==> src/rtl/dma_pkg.sv <==
// Shared constants for the DMA bus arbiter: word size, target address,
// default watchdog limit and the arbiter state encoding.
package dma_pkg;

    localparam int WORD_SIZE = 16;
    localparam logic [WORD_SIZE-1:0] DMA_TARGET_ADDR = 16'h01f4;
    localparam int DEFAULT_TIMEOUT = 64;

    localparam logic [2:0] ST_IDLE     = 3'd0;
    localparam logic [2:0] ST_ISSUE    = 3'd1;
    localparam logic [2:0] ST_WAIT_REQ = 3'd2;
    localparam logic [2:0] ST_GRANT    = 3'd3;
    localparam logic [2:0] ST_RELEASE  = 3'd4;
    localparam logic [2:0] ST_COMPLETE = 3'd5;

    // A transfer is "in flight" from the command pulse until it completes or aborts.
    function automatic logic is_busy_state(input logic [2:0] s);
        return (s == ST_ISSUE) || (s == ST_WAIT_REQ) ||
               (s == ST_GRANT) || (s == ST_RELEASE);
    endfunction

endpackage

==> src/rtl/dma_watchdog.sv <==
// Transfer watchdog: counts enabled cycles since the last clear and flags
// the cycle in which the TIMEOUT-th cycle is reached.
module dma_watchdog
    import dma_pkg::*;
#(
    parameter int TIMEOUT = DEFAULT_TIMEOUT
) (
    input  logic CLK,
    input  logic reset_n,
    input  logic clear,
    input  logic enable,
    output logic expire
);

    localparam int CW = (TIMEOUT < 2) ? 1 : $clog2(TIMEOUT + 1);
    localparam logic [CW-1:0] LAST = CW'((TIMEOUT < 1) ? 0 : TIMEOUT - 1);

    logic [CW-1:0] count;

    always_ff @(posedge CLK or negedge reset_n) begin
        if (!reset_n) begin
            count <= '0;
        end else if (clear) begin
            count <= '0;
        end else if (enable && (count != LAST)) begin
            count <= count + 1'b1;
        end
    end

    assign expire = enable && (count == LAST);

endmodule

==> src/rtl/dma_bus_arbiter.sv <==
// Arbitrates the memory bus between the CPU and a DMA engine, with cycle
// stealing, CPU priority, a transfer watchdog and per-transfer statistics.
module dma_bus_arbiter
    import dma_pkg::*;
#(
    parameter int TIMEOUT   = DEFAULT_TIMEOUT,
    parameter int STEAL_MIN = 1
) (
    input  logic       CLK,
    input  logic       reset_n,
    input  logic       dma_start,
    input  logic       cpu_bus_req,
    input  logic       BR,
    input  logic       interrupt,
    output logic       cmd,
    output logic       BG,
    output logic       cpu_bus_ok,
    output logic       dma_busy,
    output logic       dma_done,
    output logic       dma_err,
    output logic [3:0] steal_cnt,
    output logic [5:0] grant_cycles
);

    localparam logic [7:0] REL_LAST = 8'((STEAL_MIN > 1) ? STEAL_MIN - 1 : 0);

    logic [2:0] state;
    logic [2:0] next_state;
    logic       err_next;
    logic       steal_inc;
    logic [7:0] rel_cnt;
    logic       wd_clear;
    logic       wd_enable;
    logic       wd_expire;
    logic       rel_done;

    assign wd_clear  = (state == ST_IDLE) && dma_start;
    assign wd_enable = is_busy_state(state);
    assign rel_done  = (rel_cnt >= REL_LAST);

    dma_watchdog #(
        .TIMEOUT(TIMEOUT)
    ) u_watchdog (
        .CLK    (CLK),
        .reset_n(reset_n),
        .clear  (wd_clear),
        .enable (wd_enable),
        .expire (wd_expire)
    );

    // Interrupt beats the watchdog; the watchdog beats a bus release.
    always_comb begin
        next_state = state;
        err_next   = 1'b0;
        steal_inc  = 1'b0;
        case (state)
            ST_IDLE: begin
                if (dma_start) next_state = ST_ISSUE;
            end
            ST_ISSUE: begin
                if (wd_expire) begin
                    next_state = ST_IDLE;
                    err_next   = 1'b1;
                end else begin
                    next_state = ST_WAIT_REQ;
                end
            end
            ST_WAIT_REQ: begin
                if (wd_expire) begin
                    next_state = ST_IDLE;
                    err_next   = 1'b1;
                end else if (BR && !cpu_bus_req) begin
                    next_state = ST_GRANT;
                end
            end
            ST_GRANT: begin
                if (interrupt) begin
                    next_state = ST_COMPLETE;
                end else if (wd_expire) begin
                    next_state = ST_IDLE;
                    err_next   = 1'b1;
                end else if (!BR) begin
                    next_state = ST_RELEASE;
                    steal_inc  = 1'b1;
                end
            end
            ST_RELEASE: begin
                if (interrupt) begin
                    next_state = ST_COMPLETE;
                end else if (wd_expire) begin
                    next_state = ST_IDLE;
                    err_next   = 1'b1;
                end else if (rel_done && BR && !cpu_bus_req) begin
                    next_state = ST_GRANT;
                end
            end
            ST_COMPLETE: begin
                next_state = ST_IDLE;
            end
            default: begin
                next_state = ST_IDLE;
            end
        endcase
    end

    // Outputs are registered from the next state so they line up with it.
    always_ff @(posedge CLK or negedge reset_n) begin
        if (!reset_n) begin
            state      <= ST_IDLE;
            cmd        <= 1'b0;
            BG         <= 1'b0;
            cpu_bus_ok <= 1'b1;
            dma_busy   <= 1'b0;
            dma_done   <= 1'b0;
            dma_err    <= 1'b0;
        end else begin
            state      <= next_state;
            cmd        <= (next_state == ST_ISSUE);
            BG         <= (next_state == ST_GRANT);
            cpu_bus_ok <= (next_state != ST_GRANT);
            dma_busy   <= is_busy_state(next_state);
            dma_done   <= (next_state == ST_COMPLETE);
            dma_err    <= err_next;
        end
    end

    always_ff @(posedge CLK or negedge reset_n) begin
        if (!reset_n) begin
            rel_cnt <= '0;
        end else if (state != ST_RELEASE) begin
            rel_cnt <= '0;
        end else if (rel_cnt != 8'hff) begin
            rel_cnt <= rel_cnt + 1'b1;
        end
    end

    // Statistics restart with each new transfer and hold after it ends.
    always_ff @(posedge CLK or negedge reset_n) begin
        if (!reset_n) begin
            steal_cnt    <= '0;
            grant_cycles <= '0;
        end else if (wd_clear) begin
            steal_cnt    <= '0;
            grant_cycles <= '0;
        end else begin
            if (steal_inc && (steal_cnt != 4'd15)) begin
                steal_cnt <= steal_cnt + 1'b1;
            end
            if ((state == ST_GRANT) && (grant_cycles != 6'd63)) begin
                grant_cycles <= grant_cycles + 1'b1;
            end
        end
    end

endmodule
==> config.mk <==
export PLATFORM = sky130hd
export DESIGN_NAME = dma_bus_arbiter
export DESIGN_NICKNAME = d
export VERILOG_FILES = /design/src/rtl/dma_pkg.sv /design/src/rtl/dma_watchdog.sv /design/src/rtl/dma_bus_arbiter.sv
export SDC_FILE = /design/constraint.sdc
export NUM_CORES = 1
export LEC_CHECK = 0
export CAP_MARGIN = 20
export CORE_MARGIN = 2
export CORE_UTILIZATION = 50
export CTS_BUF_LIST = sky130_fd_sc_hd__clkbuf_8
export DETAILED_ROUTE_END_ITERATION = 7
export PLACE_DENSITY = 0.88
export SYNTH_ARGS = -nofsm -noshare
export SYNTH_HDL_FRONTEND = slang
export SYNTH_SLANG_ARGS = --single-unit
==> constraint.sdc <==
create_clock -name CLK -period 1.9 [get_ports CLK]
set_clock_uncertainty 0.05 [all_clocks]
set_input_delay 0.19 -clock CLK [delete_from_list [all_inputs] [get_ports CLK]]
set_output_delay 0.19 -clock CLK [all_outputs]
set_load 0.005 [all_outputs]
# After elaboration in Yosys (flattened, before gate mapping)
# Index checks and enable logic that the tools add are counted.
[op_classes]
add_sub_neg = 4
mul = 0
div = 0
magnitude_cmp = 1
eq_ne = 16
shift = 0
n_mux = 26
bitwise_logic = 0
n_reduce_logical = 22
[op_table]
columns = ["operator", "n"]
rows = [
  ["two-way mux 3 bit", 9],
  ["two-way mux 8 bit", 2],
  ["one-hot mux 3 bit (5 select lines)", 1],
  ["two-way mux 7 bit", 2],
  ["== test 3 x 2 -> 1 bit (second input constant)", 4],
  ["two-way mux 6 bit", 2],
  ["== test 3 bit (second input constant)", 3],
  ["adder 8 x 1 -> 8 bit (second input constant)", 1],
  [">= comparator 8 x 1 -> 1 bit (second input constant)", 1],
  ["logical AND 1 bit", 8],
  ["two-way mux 4 bit", 2],
  ["inequality test 8 bit (second input constant)", 1],
  ["nonzero test 2 bit", 4],
  ["adder 7 x 1 -> 7 bit (second input constant)", 1],
  ["== test 7 x 6 -> 1 bit (second input constant)", 1],
  ["inequality test 7 x 6 -> 1 bit (second input constant)", 1],
  ["adder 6 x 1 -> 6 bit (second input constant)", 1],
  ["== test 3 x 1 -> 1 bit (second input constant)", 2],
  ["logical OR 1 bit", 6],
  ["two-way mux 1 bit", 6],
  ["inequality test 6 bit (second input constant)", 1],
  ["adder 4 x 1 -> 4 bit (second input constant)", 1],
  ["inequality test 4 bit (second input constant)", 1],
  ["OR reduction 2 bit", 2],
  ["other kinds (6)", 6],
]
[totals]
regBits = 34
latchBits = 0
mem_bits_rw = 0
romBits = 0
in_bits = 6
output_inout_bits = 16
wordCells = 80
mem_count = 0

# Logic depth before layout (Yosys ltp)
[depth]
ltp_word = 12
ltp_mapped = 5
mapped_depth_nobuf = 5

# Cells and area by module
# A second synthesis with hierarchy kept.
[unflattened]
cells_unflattened = 135
area_unflattened_um2 = 1463.9
[by_module_without_submodules]
columns = ["module", "n_inst", "cells_each", "area_per_inst_um2", "seq_area_each_um2"]
rows = [
  ["dma_bus_arbiter", 1, 98, 1041.0, 476.7],
  ["dma_watchdog", 1, 37, 422.9, 175.2],
]

# Worst setup path after synthesis
# Ideal clock, no wire load.
[synth_timing]
path_type = "register to register"
from = "register steal_cnt[0]"
to = "register steal_cnt[3]"
setup_time_ns = 0.077
arrival_time_ns = 1.625
required_ns = 1.773
setup_slack_ns = 0.147
stages_incl_launch_ff = 6
path_buffers = 0
period_less_slack_ns = 1.753
cell_sequence = "dfrtp_1 ha_1 a311oi_1 nand2_2 or4_1 a21oi_1"
[synth_via]
elab_chain_len = 3
word_cells_on_any_way = 6
classes_between = "add/sub: 1; eq/ne: 1; mux: 2; reduce/logical: 2"
[synth_rtl]
columns = ["item", "line_no", "text"]
rows = [
  ["start, declared", "dma_bus_arbiter.sv:21", "output logic [3:0] steal_cnt,"],
  ["start signal, assigned", "dma_bus_arbiter.sv:147", "steal_cnt <= steal_cnt + 1'b1;"],
  ["adder 4 x 1 -> 4 bit / inequality test 4 bit (equally long branches)", "dma_bus_arbiter.sv:147, dma_bus_arbiter.sv:146", ""],
  ["two-way mux 4 bit / logical AND 1 bit (equally long branches)", "dma_bus_arbiter.sv:146", "if (steal_inc && (steal_cnt != 4'd15)) begin"],
  ["two-way mux 4 bit / nonzero test 2 bit (equally long branches)", "n/a", ""],
]
# Parallel ways exist; a longest one is shown, timed or not. The select of a mux whose other input is x is not followed.
# A chain may end at the register's enable or synchronous reset.

# Final worst setup path
# Same ends and word-level chain as after synthesis.

==> impl_results.md <==
* Worst Path Buf+Inv at 0
* FF-to-FF setup slack at 140 ps
* Worst-path cell chain: ha_2 > a311oi_2 > nand2_2 > or4_1 > a21oi_1
* Slew @ Worst Pin at about 480 ps
* RSZ-0062 raised after global routing: false
* CTS tree: yes
* Critical R2R Capture: steal_cnt[3]$_DFFE_PN0P_
* Mapped Nets at 138
* Largest net degree at the start of global routing at 27
* Diodes inserted at 0
* Critical path launch point type: flip-flop
* FFs w/ async S/R, synth at 100%
* Sequential fraction of the synthesis area at 49.2%
* Number of global-route vias before repair at 1136
* Final Hold Vio Count at 0
* Run status: complete, no violations
* Htree depth at 1
* FF-to-FF path depth at 5
* WS Path Type: reg2reg
* Levels on crit path at 5
* Filler cell count at 189
* Hold-fix buffers, CTS at 0
* Cell class contributing the biggest share of worst-path delay: simple AND/OR/NAND/NOR gates
* I/O pins at 22
* Row count at 18
* Placed cells at ~180
* Yosys warns at 0
* Final Cell Area at 1710 sq um
* Worst-path clk slew at 90 ps
* Post-CTS sizing at 0
* Crit Path Max Fanout at 5
* Leakage at 0.715 nW
* Clk buf depth at 2
* Max Cap Viol at 0
* Crit path DAT at 1910 ps
* Worst flop-to-flop path startpoint: steal_cnt[0]$_DFFE_PN0P_
* Initial antenna violation count at 0
* Num CTS Buffers at 3
* Max-slew violation count at 0
* Die W at 55.5 um
* WL/cell at 15.3 um
* Routed vias at 1074
* Die Area at 3080 sq um
* DRT Pass-1 Iters at 4
* First-pass GRT wire length at 5230 um
* Gpl congestion at 0.748
* Kind of end point of the critical path: flip-flop
* WP data required at 2050 ps
* Synth Area per Inst at 10.3 sq um
* Layout cell share with drive strength beyond 1 at 14.0%
* Worst slack at placement at 39.3 ps
* Layout Utilization at 68.4%
* Crit share post-route at around 93%
* Core area at about 2500 sq um
* Layout area overhead at 29.1%
* Cell Pwr Density at 1260 nW/um^2
* Overall Global Routing Usage at 21.4%
* EDFF count, synth at 0
* CTS sink cnt at 26
* Worst-Skew Late Latency at about 270 ps
* Clock root cell: clkbuf_8
* Port Buffers at 21
* Detailed Place HPWL at 2000 um
* DR vias/cell at around 5.7
* Design Power at 2.15 mW
* Post-Syn Area at 1330 sq um
* Netlist cell types at 43
* Hold Slack at 227 ps
* Drt total wl at roughly 2900 um
* Final nets at 167
* Setup WS post-layout at 136 ps
* Min cycle time layout at 1760 ps
* Post-DP Area at 1600 sq um
* Syn Inst Count at roughly 130
* Peak per-stage delay on the critical path at 470 ps
* Worst slew margin at 67.4%
* HP Class: in2async
* Yosys reg bits at 26
* Die height at ~55 um
* Drt drc at 0
* Finished Layout Cells at 187
* F_max at 0.567 GHz
* Post-route ant nets at 0
* Post-CTS Setup Repair Bufs at 0
* Starting DRC count in detailed routing at 24
* CP max-delay cell: or4_1
* VDD IR max at between 800 and 900 uV
* Initial Utilization at 53.0%
* GR Overflow Total at 0
* Setup TNS at 0 ps
* Main synth FF type: dfrtp_1
* Setup violators final at 0
-- per-layer routing --
metal	GRT usage [%]	wire, um	vias to the layer above	share of wire (%)
met4	7.67	23	0	0.80
met2	35.4	1480	29	51
met5	0	0	-	0
met3	4.22	99	2	3.5
met1	27.8	1270	519	44
li1	-	-	524	-
-- worst register-to-register path: cells and delay by family (launching register included) --
| family | cells | cell delay (ps) |
|---|---|---|
| and+or+nand+nor | 2 | 570 |
| DFF | 1 | 440 |
| adders and majority gates | 1 | 220 |
| AOI/OAI and AO/OA | 2 | 410 |
-- cell usage in the layout, fill, tap and decap left out, types with 2 or more instances in the layout --
cell type | netlist | routed
or3_1 | 5 | 5
nor3_1 | 3 | 2
a21oi_1 | 8 | 8
xor2_1 | 2 | 2
ha_1 | 3 | 2
mux2i_1 | 4 | 4
clkdlybuf4s50_1 | 0 | 21
inv_1 | 5 | 5
clkbuf_8 | 0 | 3
xnor2_1 | 3 | 3
a211oi_1 | 3 | 3
buf_4 | 0 | 5
dfrtp_1 | 25 | 24
nand2_1 | 10 | 10
o21ai_0 | 8 | 8
nand3_1 | 4 | 3
nand2b_1 | 3 | 3
and3b_1 | 2 | 2
nor2_1 | 11 | 11
-- cells by family (layout without fill, tap and decap cells) --
kind of cell    Yosys count  in the layout  synth area share (%)
simple gates             53             53                  23.0
xor+xnor                  5              5                  3.31
flops                    26             26                  49.2
buf+inv                   7             35                  2.17
fa+ha+maj                 3              3                  2.83
mux                       5              5                  3.87
compound gates           30             30                  15.6
-- power breakdown --
group	internal, mW	switching, mW	total (mW)
clock	0.282	0.177	0.459
combinational	0.404	0.421	0.824
sequential	0.703	0.166	0.868
-- final cells by class --
| type | count | area [sq um] | area share, % |
|---|---|---|---|
| clock buffer | 3 | 41.3 | 2.41 |
| clock inverter | 1 | 30.0 | 1.76 |
| inverter | 5 | 18.8 | 1.10 |
| multi-input combinational | 96 | 682 | 39.9 |
| sequential | 26 | 653 | 38.2 |
| tap | 30 | 37.5 | 2.19 |
| timing repair buffer | 26 | 248 | 14.5 |
-- worst max-delay path by stage --
stage                                            endpoint                startpoint  slack, ps
after floorplan                  steal_cnt[3]$_DFFE_PN0P_  steal_cnt[0]$_DFFE_PN0P_        150
after global placement           steal_cnt[3]$_DFFE_PN0P_                        BR        120
after detailed placement         steal_cnt[3]$_DFFE_PN0P_                        BR         40
after CTS                            cpu_bus_ok$_DFF_PN1_        state[2]$_DFF_PN0_          5
after global routing      u_watchdog.count[3]$_DFFE_PN0P_        state[0]$_DFF_PN0_          5
final                            steal_cnt[3]$_DFFE_PN0P_  steal_cnt[0]$_DFFE_PN0P_        140
-- synthesized netlist by cell type, types with 2 or more instances --
cell type | count | share of area (%)
nor3_1 | 3 | 1.1
nor2_1 | 11 | 3.1
a211oi_1 | 3 | 1.7
or3_1 | 5 | 2.4
nand2b_1 | 3 | 1.4
xor2_1 | 2 | 1.3
nand2_1 | 10 | 2.8
nor3b_1 | 2 | 1.1
and3b_1 | 2 | 1.3
buf_2 | 2 | 0.76
a31oi_1 | 2 | 0.94
xnor2_1 | 3 | 2.0
dfrtp_1 | 25 | 47
o21ai_0 | 8 | 3.0
nand3_1 | 4 | 1.5
mux2i_1 | 4 | 3.0
ha_1 | 3 | 2.8
inv_1 | 5 | 1.4
a21oi_1 | 8 | 3.0
-- state kept, by name (all words and copies together), names as in the netlist --
signal            count
steal_cnt             4
BG                    1
dma_done              1
dma_err               1
cmd                   1
u_watchdog.count      7
dma_busy              1
grant_cycles          6
state                 3
cpu_bus_ok            1
Note: power is estimated with default switching activity, not from simulation.
